===== src/rtl/seven_seg_pkg.sv =====
// Shared segment encodings for the multiplexed 7-segment display path.
// Segments are active-low: bit7 = DP, bits 6..0 = g,f,e,d,c,b,a.
package seven_seg_pkg;

  typedef logic [7:0] seg_t;

  localparam seg_t SEG_0     = 8'hC0;
  localparam seg_t SEG_1     = 8'hF9;
  localparam seg_t SEG_2     = 8'hA4;
  localparam seg_t SEG_3     = 8'hB0;
  localparam seg_t SEG_4     = 8'h99;
  localparam seg_t SEG_5     = 8'h92;
  localparam seg_t SEG_6     = 8'h82;
  localparam seg_t SEG_7     = 8'hF8;
  localparam seg_t SEG_8     = 8'h80;
  localparam seg_t SEG_9     = 8'h90;
  localparam seg_t SEG_A     = 8'h88;
  localparam seg_t SEG_B     = 8'h83;
  localparam seg_t SEG_C     = 8'hC6;
  localparam seg_t SEG_D     = 8'hA1;
  localparam seg_t SEG_E     = 8'h86;
  localparam seg_t SEG_F     = 8'h8E;
  localparam seg_t SEG_DASH  = 8'hBF;
  localparam seg_t SEG_BLANK = 8'hFF;

  // DP is active-low like the other segments, so a lit DP clears bit7.
  function automatic seg_t seg_with_dp(input seg_t glyph, input logic dp);
    return {~dp & glyph[7], glyph[6:0]};
  endfunction

endpackage


===== src/rtl/seven_seg_decoder.sv =====
// Nibble to active-low segment pattern, with hex/dash selection,
// leading-zero blanking and an independent decimal point.
module seven_seg_decoder
  import seven_seg_pkg::*;
(
  input  logic [3:0] nibble,
  input  logic       hex_mode,
  input  logic       dp,
  input  logic       suppress,
  output seg_t       seg
);

  seg_t glyph;

  always_comb begin
    glyph = SEG_BLANK;
    case (nibble)
      4'h0:    glyph = SEG_0;
      4'h1:    glyph = SEG_1;
      4'h2:    glyph = SEG_2;
      4'h3:    glyph = SEG_3;
      4'h4:    glyph = SEG_4;
      4'h5:    glyph = SEG_5;
      4'h6:    glyph = SEG_6;
      4'h7:    glyph = SEG_7;
      4'h8:    glyph = SEG_8;
      4'h9:    glyph = SEG_9;
      4'hA:    glyph = hex_mode ? SEG_A : SEG_DASH;
      4'hB:    glyph = hex_mode ? SEG_B : SEG_DASH;
      4'hC:    glyph = hex_mode ? SEG_C : SEG_DASH;
      4'hD:    glyph = hex_mode ? SEG_D : SEG_DASH;
      4'hE:    glyph = hex_mode ? SEG_E : SEG_DASH;
      4'hF:    glyph = hex_mode ? SEG_F : SEG_DASH;
      default: glyph = SEG_BLANK;
    endcase
  end

  // A suppressed leading zero still honours its decimal point.
  assign seg = seg_with_dp(suppress ? SEG_BLANK : glyph, dp);

endmodule


===== src/rtl/seven_seg_scanner.sv =====
// Multiplexed common-anode display driver: slot timer, digit scan,
// frame-aligned double buffering and registered segment/digit outputs.
module seven_seg_scanner
  import seven_seg_pkg::*;
#(
  parameter int NUM_DIGITS = 4,
  parameter int SCAN_DIV   = 50000,
  parameter int BLANK_CYC  = 2
) (
  input  logic                    clk,
  input  logic                    reset,
  input  logic [4*NUM_DIGITS-1:0] value,
  input  logic [NUM_DIGITS-1:0]   dp_mask,
  input  logic                    hex_mode,
  input  logic                    lz_suppress,
  input  logic                    load,
  output seg_t                    segments,
  output logic [NUM_DIGITS-1:0]   digit_sel,
  output logic                    frame_done
);

  localparam int CNT_W = (SCAN_DIV > 2) ? $clog2(SCAN_DIV) : 1;
  localparam int IDX_W = (NUM_DIGITS > 1) ? $clog2(NUM_DIGITS) : 1;

  typedef logic [CNT_W-1:0] cnt_t;
  typedef logic [IDX_W-1:0] idx_t;

  localparam cnt_t CNT_TOP  = cnt_t'(SCAN_DIV - 1);
  localparam idx_t IDX_LAST = idx_t'(NUM_DIGITS - 1);
  // Down-counter equivalent of "slot position < BLANK_CYC".
  localparam cnt_t BLANK_TH = (BLANK_CYC > 0) ? cnt_t'(SCAN_DIV - BLANK_CYC) : cnt_t'(0);

  if (NUM_DIGITS < 1 || NUM_DIGITS > 8) begin : g_bad_num_digits
    $error("seven_seg_scanner: NUM_DIGITS must be 1..8");
  end
  if (SCAN_DIV < 2) begin : g_bad_scan_div
    $error("seven_seg_scanner: SCAN_DIV must be at least 2");
  end
  if (BLANK_CYC < 0 || BLANK_CYC >= SCAN_DIV) begin : g_bad_blank
    $error("seven_seg_scanner: BLANK_CYC must be below SCAN_DIV");
  end

  cnt_t cnt;
  idx_t idx;
  logic slot_end;
  logic frame_end;
  logic in_blank;

  logic [4*NUM_DIGITS-1:0] pend_value, disp_value;
  logic [NUM_DIGITS-1:0]   pend_dp, disp_dp;
  logic                    pend_hex, disp_hex;
  logic                    pend_lz, disp_lz;
  logic                    pend_valid;

  logic [NUM_DIGITS-1:0] supp;
  logic [NUM_DIGITS-1:0] sel_n;
  logic                  lead_zero;
  logic [3:0]            sel_nib;
  logic                  sel_dp;
  logic                  sel_supp;
  seg_t                  dec_seg;

  assign slot_end  = (cnt == '0);
  assign frame_end = slot_end && (idx == IDX_LAST);
  assign in_blank  = (BLANK_CYC > 0) && (cnt >= BLANK_TH);

  // Slot timer counts down from SCAN_DIV-1; terminal count advances the digit.
  always_ff @(posedge clk) begin
    if (reset) begin
      cnt <= CNT_TOP;
      idx <= '0;
    end else if (slot_end) begin
      cnt <= CNT_TOP;
      idx <= (idx == IDX_LAST) ? '0 : idx + 1'b1;
    end else begin
      cnt <= cnt - 1'b1;
    end
  end

  always_ff @(posedge clk) begin
    if (reset) begin
      pend_value <= '0;
      pend_dp    <= '0;
      pend_hex   <= 1'b0;
      pend_lz    <= 1'b0;
      pend_valid <= 1'b0;
      disp_value <= '0;
      disp_dp    <= '0;
      disp_hex   <= 1'b0;
      disp_lz    <= 1'b0;
    end else if (load && frame_end) begin
      // Boundary-coincident load bypasses the pending stage.
      disp_value <= value;
      disp_dp    <= dp_mask;
      disp_hex   <= hex_mode;
      disp_lz    <= lz_suppress;
      pend_valid <= 1'b0;
    end else if (load) begin
      pend_value <= value;
      pend_dp    <= dp_mask;
      pend_hex   <= hex_mode;
      pend_lz    <= lz_suppress;
      pend_valid <= 1'b1;
    end else if (frame_end && pend_valid) begin
      disp_value <= pend_value;
      disp_dp    <= pend_dp;
      disp_hex   <= pend_hex;
      disp_lz    <= pend_lz;
      pend_valid <= 1'b0;
    end
  end

  always_comb begin
    supp      = '0;
    sel_n     = '1;
    sel_nib   = 4'h0;
    sel_dp    = 1'b0;
    sel_supp  = 1'b0;
    lead_zero = disp_lz;
    // A digit is a leading zero only if it and every digit above it are zero.
    for (int k = NUM_DIGITS - 1; k >= 0; k--) begin
      lead_zero = lead_zero && (disp_value[4*k +: 4] == 4'h0);
      supp[k]   = lead_zero && (k != 0);
    end
    for (int k = 0; k < NUM_DIGITS; k++) begin
      if (idx == idx_t'(k)) begin
        sel_nib  = disp_value[4*k +: 4];
        sel_dp   = disp_dp[k];
        sel_supp = supp[k];
        sel_n[k] = 1'b0;
      end
    end
  end

  seven_seg_decoder u_decoder (
    .nibble   (sel_nib),
    .hex_mode (disp_hex),
    .dp       (sel_dp),
    .suppress (sel_supp),
    .seg      (dec_seg)
  );

  always_ff @(posedge clk) begin
    if (reset) begin
      segments   <= SEG_BLANK;
      digit_sel  <= '1;
      frame_done <= 1'b0;
    end else begin
      frame_done <= frame_end;
      if (in_blank) begin
        segments  <= SEG_BLANK;
        digit_sel <= '1;
      end else begin
        segments  <= dec_seg;
        digit_sel <= sel_n;
      end
    end
  end

endmodule


===== config.mk =====
export PLATFORM = sky130hd
export DESIGN_NAME = seven_seg_scanner
export DESIGN_NICKNAME = d
export VERILOG_FILES = /design/src/rtl/seven_seg_pkg.sv /design/src/rtl/seven_seg_decoder.sv /design/src/rtl/seven_seg_scanner.sv
export SDC_FILE = /design/constraint.sdc
export NUM_CORES = 1
export LEC_CHECK = 0
export ABC_AREA = 1
export CELL_PAD_IN_SITES_DETAIL_PLACEMENT = 0
export CELL_PAD_IN_SITES_GLOBAL_PLACEMENT = 1
export CORE_AREA = 2 2 99 101
export CTS_CLUSTER_DIAMETER = 40
export DETAILED_ROUTE_END_ITERATION = 8
export DIE_AREA = 0 0 101 103
export PLACE_DENSITY_LB_ADDON = 0.05
export SETUP_SLACK_MARGIN = 0.5
export SYNTH_ARGS = -nofsm -noshare
export SYNTH_HDL_FRONTEND = slang
export SYNTH_SLANG_ARGS = --single-unit
export TNS_END_PERCENT = 10

===== constraint.sdc =====
create_clock -name clk -period 2 [get_ports clk]
set_input_delay 0.6 -clock clk [delete_from_list [all_inputs] [get_ports clk]]
set_output_delay 0.6 -clock clk [all_outputs]
set_load 0.01 [all_outputs]

# == Yosys cells after proc, flatten, opt, wreduce, memory -nomap -nowiden ==
# Cells that the tools add are included.
# word_totals
ff_bits,76
inputBits,25
out_inout_bits,13
# classes
add_sub_neg,2
magnitude_cmp,1
n_eq_ne,19
muxes,38
bitwise_logic,3
reduce_logical,20
# ops
op,n
8-bit one-hot mux with 16 select lines,1
16-bit 2-to-1 mux,3
4-bit equality test (second input constant),8
4-bit 2-to-1 mux,7
6-bit 2-to-1 mux,4
1-bit 2-to-1 mux,19
4-bit by 3-bit equality test with 1-bit output (second input constant),4
16-bit greater-or-equal comparator (second input constant),1
16-bit logical NOT,1
4-bit logical NOT,4
16-bit by 1-bit subtractor with 16-bit output (second input constant),1
4-bit by 2-bit equality test with 1-bit output (second input constant),2
8-bit 2-to-1 mux,1
7-bit 2-to-1 mux,1
1-bit logical AND,6
2-bit OR reduction,3
5-bit 2-to-1 mux,1
2-bit equality test (second input constant),2
4-bit by 1-bit equality test with 1-bit output (second input constant),1
2-bit AND reduction,2
2-bit nonzero test,2
3-bit OR reduction,1
2-bit by 1-bit adder with 2-bit output (second input constant),1
2-bit by 1-bit equality test with 1-bit output (second input constant),1
other kinds (5),6

# == Depth between registers and ports, before layout ==
# logic_depth
ltp_word,9
ltp_mapped,14
ltp_nobuf,13

# == Cells and area by module ==
# From an unflattened synthesis, not the netlist that was laid out.
# hier_totals
cells_unflattened,592
hier_area_um2,4078.9
# by_module_without_submodules
mod,n_inst,cells_per_inst,area_each_um2,seq_area_each_um2
seven_seg_scanner,1,531,3799.9,1521.5
seven_seg_decoder,1,61,279.0,0.0

# == Least setup slack after synthesis ==
# No wires, ideal clock.
# synth_path
kind,register to register
start,register idx[0]
end,register segments[2]
setup_ns,0.127
arrival_time_ns,1.582
path_slack_ns,0.291
path_stages_with_launch,12
period_less_slack_ns,1.709
cell_sequence,dfxtp_1 -> inv_1 -> ha_1 -> buf_4 -> inv_1 -> nand3_1 -> a21oi_1 -> nand2_1 -> o21ai_1 -> nand2_1 -> nor2_1 -> nand2_1
# synth_via
elab_chain_len,7
# synth_lines
item,line_no,text
"start, declared",seven_seg_scanner.sv:44,idx_t idx;
"start signal, assigned",seven_seg_scanner.sv:74,idx <= (idx == IDX_LAST) ? '0 : idx + 1'b1;
2-bit logical NOT,seven_seg_scanner.sv:126,if (idx == idx_t'(k)) begin
4-bit 2-to-1 mux (4 in series),seven_seg_scanner.sv:126,
4-bit equality test (tied with other cells),seven_seg_decoder.sv:17,case (nibble)
8-bit one-hot mux with 16 select lines,seven_seg_decoder.sv:17,
"end signal, assigned",seven_seg_scanner.sv:154,segments <= dec_seg;
"end, declared",seven_seg_scanner.sv:17,"output seg_t segments,"
# Several ways; a longest one is shown, not always the timed one. The select of a mux whose other input is x is not followed.
# A chain may end at the register's enable or synchronous reset.

# == Worst setup path after layout ==
# layout_path
start,register digit_sel[2]
end,output port digit_sel[2]
# layout_rtl
item,line_no,text
"start, declared",seven_seg_scanner.sv:18,"output logic [NUM_DIGITS-1:0] digit_sel,"
"start signal, assigned",seven_seg_scanner.sv:155,digit_sel <= sel_n;
# No word-level cell between the ends.

==> run_summary.xml <==
<?xml version="1.0" encoding="UTF-8"?>
<metrics>
  <group name="run_status">
    <metric name="outcome" unit="">finished, final reports clean</metric>
  </group>
  <group name="logic_synthesis">
    <metric name="syn_area" unit="sq mm">0.00377</metric>
    <metric name="synth_area_per_cell" unit="sq um">7.29</metric>
    <metric name="synth.top_cells.by_count" unit="">sky130_fd_sc_hd__nand2_1, sky130_fd_sc_hd__dfxtp_1, sky130_fd_sc_hd__inv_1</metric>
    <metric name="synth_nets" unit="">548</metric>
    <metric name="yosys.cell_count.top_type" unit="">sky130_fd_sc_hd__nand2_1</metric>
    <metric name="synth_warnings" unit="">0</metric>
    <metric name="synth_top_area_share" unit="">0.403</metric>
    <metric name="synthesized_instance_count" unit="">517</metric>
    <metric name="synth.largest_area_cell" unit="">sky130_fd_sc_hd__dfxtp_1</metric>
    <metric name="yosys_most_used_dff" unit="">sky130_fd_sc_hd__dfxtp_1</metric>
    <metric name="synth-edff-count" unit="">0</metric>
    <metric name="yosys.cell_types.count" unit="">33</metric>
    <metric name="ys_top_cells_by_area" unit="">sky130_fd_sc_hd__dfxtp_1, sky130_fd_sc_hd__nand2_1, sky130_fd_sc_hd__a21oi_1</metric>
    <metric name="async_flop_share" unit="">0</metric>
    <metric name="synth-seq-cells" unit="">76</metric>
    <metric name="synth.yosys.seq_area_share" unit="">0.403</metric>
  </group>
  <group name="worst_setup_path">
    <metric name="path_buf_inv" unit="">1</metric>
    <metric name="setup.worst_path.end" unit="">digit_sel[2]</metric>
    <metric name="wp_depth" unit="">1</metric>
    <metric name="worst_setup_path_start_kind" unit="">register</metric>
    <metric name="worst_r2r_startpoint" unit="">cnt[0]$_SDFF_PP1_</metric>
    <metric name="critical-path-slowest-cell" unit="">sky130_fd_sc_hd__clkdlybuf4s50_1</metric>
    <metric name="arrival" unit="ns">1.20</metric>
    <metric name="worst_setup_path_type" unit="">reg2out</metric>
    <metric name="timing.critical_path.required" unit="ns">1.40</metric>
    <metric name="timing.critical_path.max_delay_family" unit="">buffers and inverters</metric>
    <metric name="r2r_setup_slack" unit="ns">0.21</metric>
    <metric name="critical_path.startpoint" unit="">digit_sel[2]$_SDFF_PP1_</metric>
    <metric name="critical_path.max_fanout" unit="">1</metric>
    <metric name="reg2reg_depth" unit="">14</metric>
    <metric name="end_kind" unit="">output pin</metric>
    <metric name="r2r-end" unit="">disp_hex$_SDFFE_PP0P_</metric>
    <metric name="cpPeakStageDelay" unit="ns">0.55</metric>
    <metric name="path_cells" unit="">clkdlybuf4s50_1</metric>
  </group>
  <group name="drt">
    <metric name="avgViaCountPerCell" unit="">4.89</metric>
    <metric name="drt_drc_violations_left" unit="">0</metric>
    <metric name="wirelength" unit="microns">9710</metric>
    <metric name="final_antenna_net_count" unit="">0</metric>
    <metric name="routed-via-count" unit="">3427</metric>
    <metric name="routed_wire_length_per_instance" unit="microns">13.8</metric>
    <metric name="drt_iter0_markers" unit="">120</metric>
    <metric name="first_pass_iters" unit="">4</metric>
  </group>
  <group name="grt">
    <metric name="wire_length_of_the_first_global_routing_pass" unit="microns">15700</metric>
    <metric name="grt_antenna_before_repair" unit="">0</metric>
    <metric name="grt_use_total" unit="">0.191</metric>
    <metric name="grt.overflow.total" unit="">0</metric>
    <metric name="largest_net_degree_at_the_start_of_global_routing" unit="">45</metric>
    <metric name="via_count_of_the_first_global_routing_pass" unit="">3219</metric>
  </group>
  <group name="run">
    <metric name="maxCapViolCount" unit="">0</metric>
  </group>
  <group name="power">
    <metric name="fin_total_pwr" unit="mW">3.07</metric>
    <metric name="p_per_area" unit="mW/mm^2">592</metric>
    <metric name="comb_power_share" unit="">0.096</metric>
    <metric name="clock_power_share" unit="">0.393</metric>
    <metric name="p_int" unit="mW">2.34</metric>
    <metric name="p_leak" unit="nW">2.13</metric>
    <metric name="power.share.switching" unit="">0.240</metric>
    <metric name="switchingPower" unit="mW">0.738</metric>
    <metric name="ir_worst_vdd" unit="V">0.000377</metric>
    <metric name="seqPwrFrac" unit="">0.512</metric>
  </group>
  <group name="cts">
    <metric name="htreeDepth" unit="">3</metric>
    <metric name="clock_sink_count" unit="">76</metric>
    <metric name="tritoncts" unit="">yes</metric>
    <metric name="clk_latency" unit="ns">0.36</metric>
    <metric name="cts_clk_pin_slew_worst_paths" unit="ns">0.08</metric>
    <metric name="clk_path_buf_depth" unit="">2</metric>
    <metric name="root_buffer" unit="">sky130_fd_sc_hd__clkbuf_8</metric>
    <metric name="cts_buffer_count" unit="">9</metric>
  </group>
  <group name="floorplan">
    <metric name="die_area" unit="sq mm">0.0104</metric>
    <metric name="core-area" unit="sq mm">0.00946</metric>
    <metric name="ioPinCount" unit="">38</metric>
    <metric name="initial_core_util" unit="">0.399</metric>
    <metric name="dieHeight" unit="microns">103</metric>
    <metric name="fp.dieW" unit="microns">101</metric>
    <metric name="core.rowCount" unit="">36</metric>
  </group>
  <group name="placement">
    <metric name="dp_cells" unit="">663</metric>
    <metric name="finalWeightedCongestion" unit="">0.868</metric>
    <metric name="port_buffers" unit="">37</metric>
    <metric name="dpl-instance-area" unit="sq mm">0.00438</metric>
    <metric name="dp.final_hpwl" unit="microns">6420</metric>
  </group>
  <group name="timing">
    <metric name="fin_skew" unit="ns">0.0133</metric>
    <metric name="timing.setup.tns" unit="ns">0</metric>
    <metric name="count_of_final_hold_check_violations" unit="">0</metric>
    <metric name="final.period_utilization" unit="">0.902</metric>
    <metric name="timing.final.setup_violations" unit="">0</metric>
    <metric name="max-slew-margin-rel" unit="">0.725</metric>
    <metric name="rsz0062_at_grt" unit="">yes</metric>
    <metric name="finalCriticalPeriod" unit="ns">1.80</metric>
    <metric name="worst_pin_slew" unit="ns">0.412</metric>
    <metric name="finalMaxSlewViolations" unit="">0</metric>
    <metric name="clock.fmax" unit="MHz">554</metric>
  </group>
  <group name="cells_and_area">
    <metric name="drive_gt1_frac" unit="">0.288</metric>
    <metric name="non_filler_cell_area_final" unit="sq mm">0.00519</metric>
    <metric name="number_of_nets_in_the_layout" unit="">615</metric>
    <metric name="area.growth.synth_to_final" unit="%">37.7</metric>
    <metric name="num_antenna_cells" unit="">0</metric>
    <metric name="finish.cell_count_without_fillers" unit="">701</metric>
    <metric name="finalCoreUtilization" unit="">0.549</metric>
  </group>
  <group name="min_path">
    <metric name="min-delay-path-class" unit="">reg2reg</metric>
  </group>
</metrics>
==> routing by layer <==
layer / vias up / wire length, microns / GRT usage
met5: - / 0 / 0
met4: 0 / 138 / 0.0593
met3: 13 / 286 / 0.0400
met2: 51 / 4530 / 0.313
met1: 1549 / 4750 / 0.253
li1: 1814 / - / -
==> worst min-delay path by stage <==
| stage | from | to | slack (ns) | cells after the start |
|---|---|---|---|---|
| after floorplan | cnt[0]$_SDFF_PP1_ | cnt[0]$_SDFF_PP1_ | 0.39 | 1 |
| after global placement | cnt[0]$_SDFF_PP1_ | cnt[0]$_SDFF_PP1_ | 0.40 | 1 |
| after detailed placement | cnt[0]$_SDFF_PP1_ | cnt[0]$_SDFF_PP1_ | 0.41 | 1 |
| after CTS | pend_dp[3]$_SDFFE_PP0P_ | pend_dp[3]$_SDFFE_PP0P_ | 0.46 | 2 |
| after global routing | pend_value[5]$_SDFFE_PP0P_ | pend_value[5]$_SDFFE_PP0P_ | 0.48 | 2 |
| final | pend_dp[3]$_SDFFE_PP0P_ | pend_dp[3]$_SDFFE_PP0P_ | 0.46 | 2 |
==> cells by family after synthesis <==
family,share of synthesized area
AND/OR/NAND/NOR,0.312
AO/OA/AOI/OAI,0.158
buffers and inverters,0.0972
flip-flops,0.403
adder cells (fa/ha/maj),0.0199
XOR/XNOR,0.00929
==> metrics by stage <==
stage          hold WS, ns  setup slack, ns
6_report             0.457            0.195
4_1_cts              0.457            0.169
3_5_place_dp         0.406           0.0637
2_1_floorplan        0.389            0.352
5_1_grt              0.481           0.0919
3_3_place_gp         0.403           0.0734
==> registers in the layout (all words and copies together) (netlist names), 2 cells and up <==
name / cells
cnt: 16
pend_value: 16
pend_dp: 4
digit_sel: 4
disp_dp: 4
segments: 8
idx: 2
disp_value: 16
==> power by group through the flow <==
stage | Combinational (mW) | Clock [mW] | Sequential (mW)
finish | 0.294 | 1.21 | 1.57
CTS | 0.265 | 1.23 | 1.57
global route | 0.327 | 1.30 | 1.58
floorplan | 0.128 | 0 | 1.62
global placement | 0.249 | 0 | 1.61
detailed placement | 0.250 | 0 | 1.61
==> cell usage in the layout (no fill, tap or decap), types with 3 or more instances in the layout <==
cell / netlist / layout
sky130_fd_sc_hd__buf_6: 2 / 5
sky130_fd_sc_hd__o21ai_1: 21 / 20
sky130_fd_sc_hd__nor3_1: 7 / 7
sky130_fd_sc_hd__inv_1: 55 / 46
sky130_fd_sc_hd__nand3_2: 1 / 7
sky130_fd_sc_hd__a21oi_4: 0 / 4
sky130_fd_sc_hd__dfxtp_1: 76 / 72
sky130_fd_sc_hd__nand2_2: 2 / 19
sky130_fd_sc_hd__clkbuf_8: 0 / 11
sky130_fd_sc_hd__a21oi_1: 42 / 36
sky130_fd_sc_hd__nor2_4: 5 / 9
sky130_fd_sc_hd__nand2_4: 1 / 8
sky130_fd_sc_hd__a21oi_2: 20 / 22
sky130_fd_sc_hd__inv_4: 0 / 3
sky130_fd_sc_hd__nor2_1: 36 / 29
sky130_fd_sc_hd__nand3_4: 0 / 3
sky130_fd_sc_hd__nor2_2: 5 / 8
sky130_fd_sc_hd__nand3b_1: 23 / 23
sky130_fd_sc_hd__o21ai_0: 15 / 12
sky130_fd_sc_hd__clkbuf_16: 0 / 3
sky130_fd_sc_hd__o21ai_2: 0 / 3
sky130_fd_sc_hd__ha_4: 0 / 5
sky130_fd_sc_hd__buf_4: 6 / 29
sky130_fd_sc_hd__nand2_1: 115 / 90
sky130_fd_sc_hd__clkdlybuf4s50_1: 0 / 37
sky130_fd_sc_hd__xor2_1: 3 / 3
sky130_fd_sc_hd__inv_2: 6 / 10
sky130_fd_sc_hd__nand3_1: 42 / 33
==> area by class of cell <==
type                       instances  area (sq um)
fill                             918          4270
multi-input combinational        356          2240
sequential                        76          1530
timing repair buffer              80           845
inverter                          61           246
clock buffer                      12           155
tap                              114           143
clock inverter                     2          35.0
==> what timing repair did <==
| item | in CTS | in global routing |
|---|---|---|
| hold buffers | 0 | 0 |
| gates resized for setup | 84 | 11 |
| buffers inserted | 16 | 1 |
| pin swaps | 28 | 1 |
| gates cloned | 3 | 4 |
| setup endpoints to repair | 86 | 89 |
(Power assumes the default switching activity.)
